## src/rtl/rx_frame_deserialiser.sv

```systemverilog
// Rx frame deserialiser: turns the LSB-first bit stream from the Miller decoder into bytes.
// Each full byte is followed by an odd parity bit. Trailing partial bytes (short frames,
// anticollision) are emitted with their bit count at end of frame.
//
// Ports:
//   clk, rst              clock, asynchronous active-high reset
//   in_soc / in_eoc       start / end of comms strobes from the decoder
//   in_data, in_data_valid  received bit and its strobe
//   in_error              decoder sequence error strobe
//   out_soc / out_eoc     frame start / end strobes
//   out_data, out_data_bits, out_data_valid  byte, valid bit count (0 = 8), byte strobe
//   out_error             frame error, qualified by out_eoc
module rx_frame_deserialiser #(
  parameter int unsigned MAX_BYTES = 64
) (
  input  logic       clk,
  input  logic       rst,
  input  logic       in_soc,
  input  logic       in_eoc,
  input  logic       in_data,
  input  logic       in_data_valid,
  input  logic       in_error,
  output logic       out_soc,
  output logic       out_eoc,
  output logic [7:0] out_data,
  output logic [2:0] out_data_bits,
  output logic       out_data_valid,
  output logic       out_error
);

  localparam int unsigned ByteCntW = $clog2(MAX_BYTES + 1);

  typedef enum logic [0:0] {StIdle, StRecv} state_e;

  state_e              state_q, state_d;
  logic [7:0]          shift_q, shift_d;
  logic [3:0]          bit_cnt_q, bit_cnt_d;
  logic [ByteCntW-1:0] byte_cnt_q, byte_cnt_d;
  logic                err_q, err_d;

  logic       out_soc_q, out_soc_d;
  logic       out_eoc_q, out_eoc_d;
  logic       out_valid_q, out_valid_d;
  logic       out_error_q, out_error_d;
  logic [7:0] out_data_q, out_data_d;
  logic [2:0] out_bits_q, out_bits_d;

  logic       parity_ok;
  logic       byte_full;
  logic [7:0] partial;

  // Odd parity: data ones plus the parity bit must give an odd total.
  assign parity_ok = ^{shift_q, in_data};
  assign byte_full = (byte_cnt_q == ByteCntW'(MAX_BYTES));

  always_comb begin
    state_d     = state_q;
    shift_d     = shift_q;
    bit_cnt_d   = bit_cnt_q;
    byte_cnt_d  = byte_cnt_q;
    err_d       = err_q;
    out_soc_d   = 1'b0;
    out_eoc_d   = 1'b0;
    out_valid_d = 1'b0;
    out_error_d = 1'b0;
    out_data_d  = out_data_q;
    out_bits_d  = out_bits_q;
    partial     = '0;

    if (in_soc) begin
      // Start from idle, or abandon the current frame without flushing it.
      state_d    = StRecv;
      shift_d    = '0;
      bit_cnt_d  = '0;
      byte_cnt_d = '0;
      err_d      = 1'b0;
      out_soc_d  = 1'b1;
    end else if (state_q == StRecv) begin
      if (in_error) begin
        // A bit arriving in the same cycle is dropped.
        err_d = 1'b1;
      end else if (in_data_valid && !err_q) begin
        if (bit_cnt_q != 4'd8) begin
          shift_d[bit_cnt_q[2:0]] = in_data;
          bit_cnt_d               = bit_cnt_q + 4'd1;
        end else begin
          bit_cnt_d = '0;
          shift_d   = '0;
          if (parity_ok && !byte_full) begin
            out_valid_d = 1'b1;
            out_data_d  = shift_q;
            out_bits_d  = 3'd0;
            byte_cnt_d  = byte_cnt_q + 1'b1;
          end else begin
            err_d = 1'b1;
          end
        end
      end

      // End of frame sees the bit processed in the same cycle.
      if (in_eoc) begin
        for (int i = 0; i < 8; i++) begin
          partial[i] = (4'(i) < bit_cnt_d) & shift_d[i];
        end
        if (!err_d && (bit_cnt_d != 4'd0) && (bit_cnt_d != 4'd8)) begin
          out_valid_d = 1'b1;
          out_data_d  = partial;
          out_bits_d  = bit_cnt_d[2:0];
        end
        out_eoc_d   = 1'b1;
        out_error_d = err_d | (bit_cnt_d == 4'd8);
        state_d     = StIdle;
      end
    end
  end

  always_ff @(posedge clk or posedge rst) begin
    if (rst) begin
      state_q     <= StIdle;
      shift_q     <= '0;
      bit_cnt_q   <= '0;
      byte_cnt_q  <= '0;
      err_q       <= 1'b0;
      out_soc_q   <= 1'b0;
      out_eoc_q   <= 1'b0;
      out_valid_q <= 1'b0;
      out_error_q <= 1'b0;
      out_data_q  <= '0;
      out_bits_q  <= '0;
    end else begin
      state_q     <= state_d;
      shift_q     <= shift_d;
      bit_cnt_q   <= bit_cnt_d;
      byte_cnt_q  <= byte_cnt_d;
      err_q       <= err_d;
      out_soc_q   <= out_soc_d;
      out_eoc_q   <= out_eoc_d;
      out_valid_q <= out_valid_d;
      out_error_q <= out_error_d;
      out_data_q  <= out_data_d;
      out_bits_q  <= out_bits_d;
    end
  end

  assign out_soc        = out_soc_q;
  assign out_eoc        = out_eoc_q;
  assign out_data_valid = out_valid_q;
  assign out_error      = out_error_q;
  assign out_data       = out_data_q;
  assign out_data_bits  = out_bits_q;

endmodule

```

## config.mk

```make
export PLATFORM = sky130hd
export DESIGN_NAME = rx_frame_deserialiser
export DESIGN_NICKNAME = d
export VERILOG_FILES = /design/src/rtl/rx_frame_deserialiser.sv
export SDC_FILE = /design/constraint.sdc
export NUM_CORES = 1
export LEC_CHECK = 0
export BUFFER_PORTS_ARGS = -buffer_cell sky130_fd_sc_hd__buf_2
export CORE_UTILIZATION = 40
export CTS_BUF_LIST = sky130_fd_sc_hd__clkbuf_16
export CTS_CLUSTER_DIAMETER = 80
export DETAILED_ROUTE_END_ITERATION = 12
export PLACE_DENSITY = 0.57
export REMOVE_ABC_BUFFERS = 1
export SLEW_MARGIN = 40
export SYNTH_ARGS = -nofsm -noshare
export SYNTH_HDL_FRONTEND = slang
export SYNTH_SLANG_ARGS = --single-unit
```

## constraint.sdc

```tcl
create_clock -name clk -period 2.67 [get_ports clk]
set_clock_uncertainty 0.05 [all_clocks]
set_input_delay 0.6675 -clock clk [delete_from_list [all_inputs] [get_ports clk]]
set_output_delay 0.6675 -clock clk [all_outputs]
set_load 0.1 [all_outputs]
```

==> run summary <==
Status -> complete, no violations
Chip height -> 76.24 microns
Worst Hold Class -> in2async
Post-synth EDFFs -> 0
Largest area contributor in the netlist -> dfrtp_1
CP required -> 2.78 ns
Count of input and output buffers -> 21
Num CTS Buffers -> 5
Pleak -> 0.001202 uW
Critical Path AT -> 2.62 ns
Min cycle time layout -> 2.512 ns
Final worst slack -> 0.1577 ns
Main combinational cell family by area after synthesis -> compound AO/OA/AOI/OAI gates
Initial core utilization -> 42.36%
CTS sink cnt -> 36
Global-route wire length before repair -> 9584 microns
Mux cell area share after synthesis -> 2.951%
Yosys warning count -> 0
WL/cell -> 16.59 microns
Top cells by area, synth -> dfrtp_1 41%, nor2_1 4.9%, xnor2_1 4.0%
Io pins -> 22
Overall power -> 1813 uW
Seq/Total Area, Yosys -> 40.86%
Largest net degree at the start of global routing -> 37
GRT Util Overall -> 21.22%
Routed WL -> 5658 microns
Final period util -> 94.09%
DRC errors left -> 0
Worst rel slew slack -> 67.46%
Routed vias/inst -> 5.460
Die area -> 5813 sq um
Unrepaired setup endpoints after global routing -> false
Later-pin clock latency in the skew report -> 0.28 ns
Synth top area share -> 40.86%
F_max -> 398.0 MHz
Final-report setup violation count -> 0
Dpl hpwl -> 4176 microns
Drt initial violations -> 97
Mean area per synthesized cell -> 9.544 sq um
Vias in the first global route -> 1845
# hold bufs at CTS -> 0
Clock Path Buffers -> 2
Clock transition at path regs -> 0.06 ns
Core Rows -> 26
Final ANT Viol Nets -> 0
Core area -> 5205 sq um
Synth cell types -> 54
Syn-to-layout area delta -> 21.06%
Nets -> 281
Xor/xnor share of the synthesized area -> 6.867%
Antenna fix cells -> 0
Pins over their slew limit -> 0
Final TNS setup -> 0 ns
Dpl ws -> -0.07350 ns
Hold_ws -> 0.4421 ns
Worst vdd ir -> 0.3472 mV
Most frequent cells in the layout -> 36 x dfrtp_1, 29 x nor2_1, 24 x buf_4
Most used DFF post-synth -> dfrtp_1
Grt total ovfl -> 0
Worst path slowest cell -> dfrtp_1
Slew @ Worst Pin -> 0.4915 ns
Pre-antenna DRT Iters -> 4
Post-synthesis adder-cell area fraction -> 2.270%
Critical path class -> reg2reg
Via total after detailed routing -> 1862
CTS root buf -> clkbuf_16
Cell breakdown of the critical path -> inv_1, ha_1, and3b_1, a211oi_4, nor3_1, a2111oi_2, and2b_4, a221o_1
Mapped cell area -> 2205 sq um
Worst setup SP type -> register
H-tree Lvls -> 2
# Max-Cap Violations -> 0
CTS tree -> yes
Post-Synthesis Cells -> 231
Power per cell area -> 679.2 nW/um^2
Initial antenna violation count -> 0
Compound-gate portion of the synthesized area -> 22.08%
Final hold viol count -> 0
Most common cell after layout, fill and taps aside -> dfrtp_1
Type of destination of the critical path -> register
Simple-gate area share of the yosys netlist -> 20.15%
Total setup buffers inserted after CTS -> 0
Flops & latches, synth -> 36
Worst path max stage delay -> 0.48 ns
CP max FO -> 7
Share of cells above drive strength 1 -> 26.57%
Die width -> 76.24 microns
Placer congestion estimate -> 0.9176
Async set-reset flop share out of synthesis -> 100.0%
sequential cells by signal, summed over array words and instances, names as in the netlist:
signal and flops:
bit_cnt_q 4, shift_q 8, out_data 8, out_data_valid 1, byte_cnt_q 7, out_error 1
state_q 1, out_eoc 1, out_soc 1, out_data_bits 3, err_q 1
synth_stat cells (3+ instances only):
library cell / number
nor4_1: 5
nand2_1: 13
a21oi_1: 9
xnor2_1: 10
o221a_2: 3
nor3_1: 9
a221o_1: 4
nand3_1: 5
a32oi_1: 4
a31oi_1: 3
ha_1: 4
mux2i_1: 4
and2_1: 3
o21ai_0: 15
clkbuf_1: 10
a211oi_1: 7
dfrtp_1: 36
nor2_1: 29
nand2b_1: 3
inv_1: 10
a22oi_1: 4
repair_timing:
| item | 4_1_cts | 5_1_grt |
|---|---|---|
| resized for setup | 0 | 2 |
| endpoints found under the setup margin | 0 | 3 |
| hold endpoints to repair | 0 | 0 |
metrics by stage:
| stage | util [%] | instance area, sq um | instances |
|---|---|---|---|
| floorplan | - | 2140 | 218 |
| global placement | 48.27 | 2512 | 333 |
| detailed placement | 48.27 | 2512 | 333 |
| CTS | 50.96 | 2653 | 341 |
| global route | 51.27 | 2669 | 341 |
| finish | 51.27 | 2669 | 341 |
critical path: cells and delay by family (launching register included):
kind            cells  cell delay (ns)
flops               1             0.48
compound gates      3             0.90
buf+inv             1             0.13
simple gates        3             0.60
fa+ha+maj           1             0.22
report_power, final:
group / switching (uW) / internal, uW / leakage [uW]
logic: 452 / 160 / 0.000653
registers: 36.8 / 597 / 0.000481
clock network: 227 / 339 / 0.0000687
cells by family after synthesis:
logic type,count (synthesis)
simple gates,84
fa+ha+maj,4
flops,36
xor+xnor,14
buf+inv,24
compound gates,63
mux,6
worst paths after layout:
path                             startpoint               end  slack [ns]  depth (start not counted)
max                            bit_cnt_q[1]       out_data[4]        0.16                          8
min                                     rst     byte_cnt_q[6]        0.44                          3
max reg2reg                    bit_cnt_q[1]       out_data[4]        0.16                          8
min reg2reg                out_data_bits[0]  out_data_bits[0]        0.47                          1
max in group asynchronous               rst           out_eoc        1.79                          3
min in group clk           out_data_bits[0]  out_data_bits[0]        0.47                          1
layer usage:
layer / routed length, microns / global-route usage, %
met2: 2625 / 33.78
met1: 2741 / 29.41
met4: 72 / 6.923
met3: 218 / 3.353
met5: 0 / 0
area by class of cell:
type	count	area, sq um
repair buffers	45	285.3
clock buffers	5	125.1
flip-flops and latches	36	900.9
fillers	503	2536
inverters	11	41.29
clock inverters	3	15.01
well taps	70	87.58
multi-input cells	171	1214
Power figures use the tool's default switching activity.
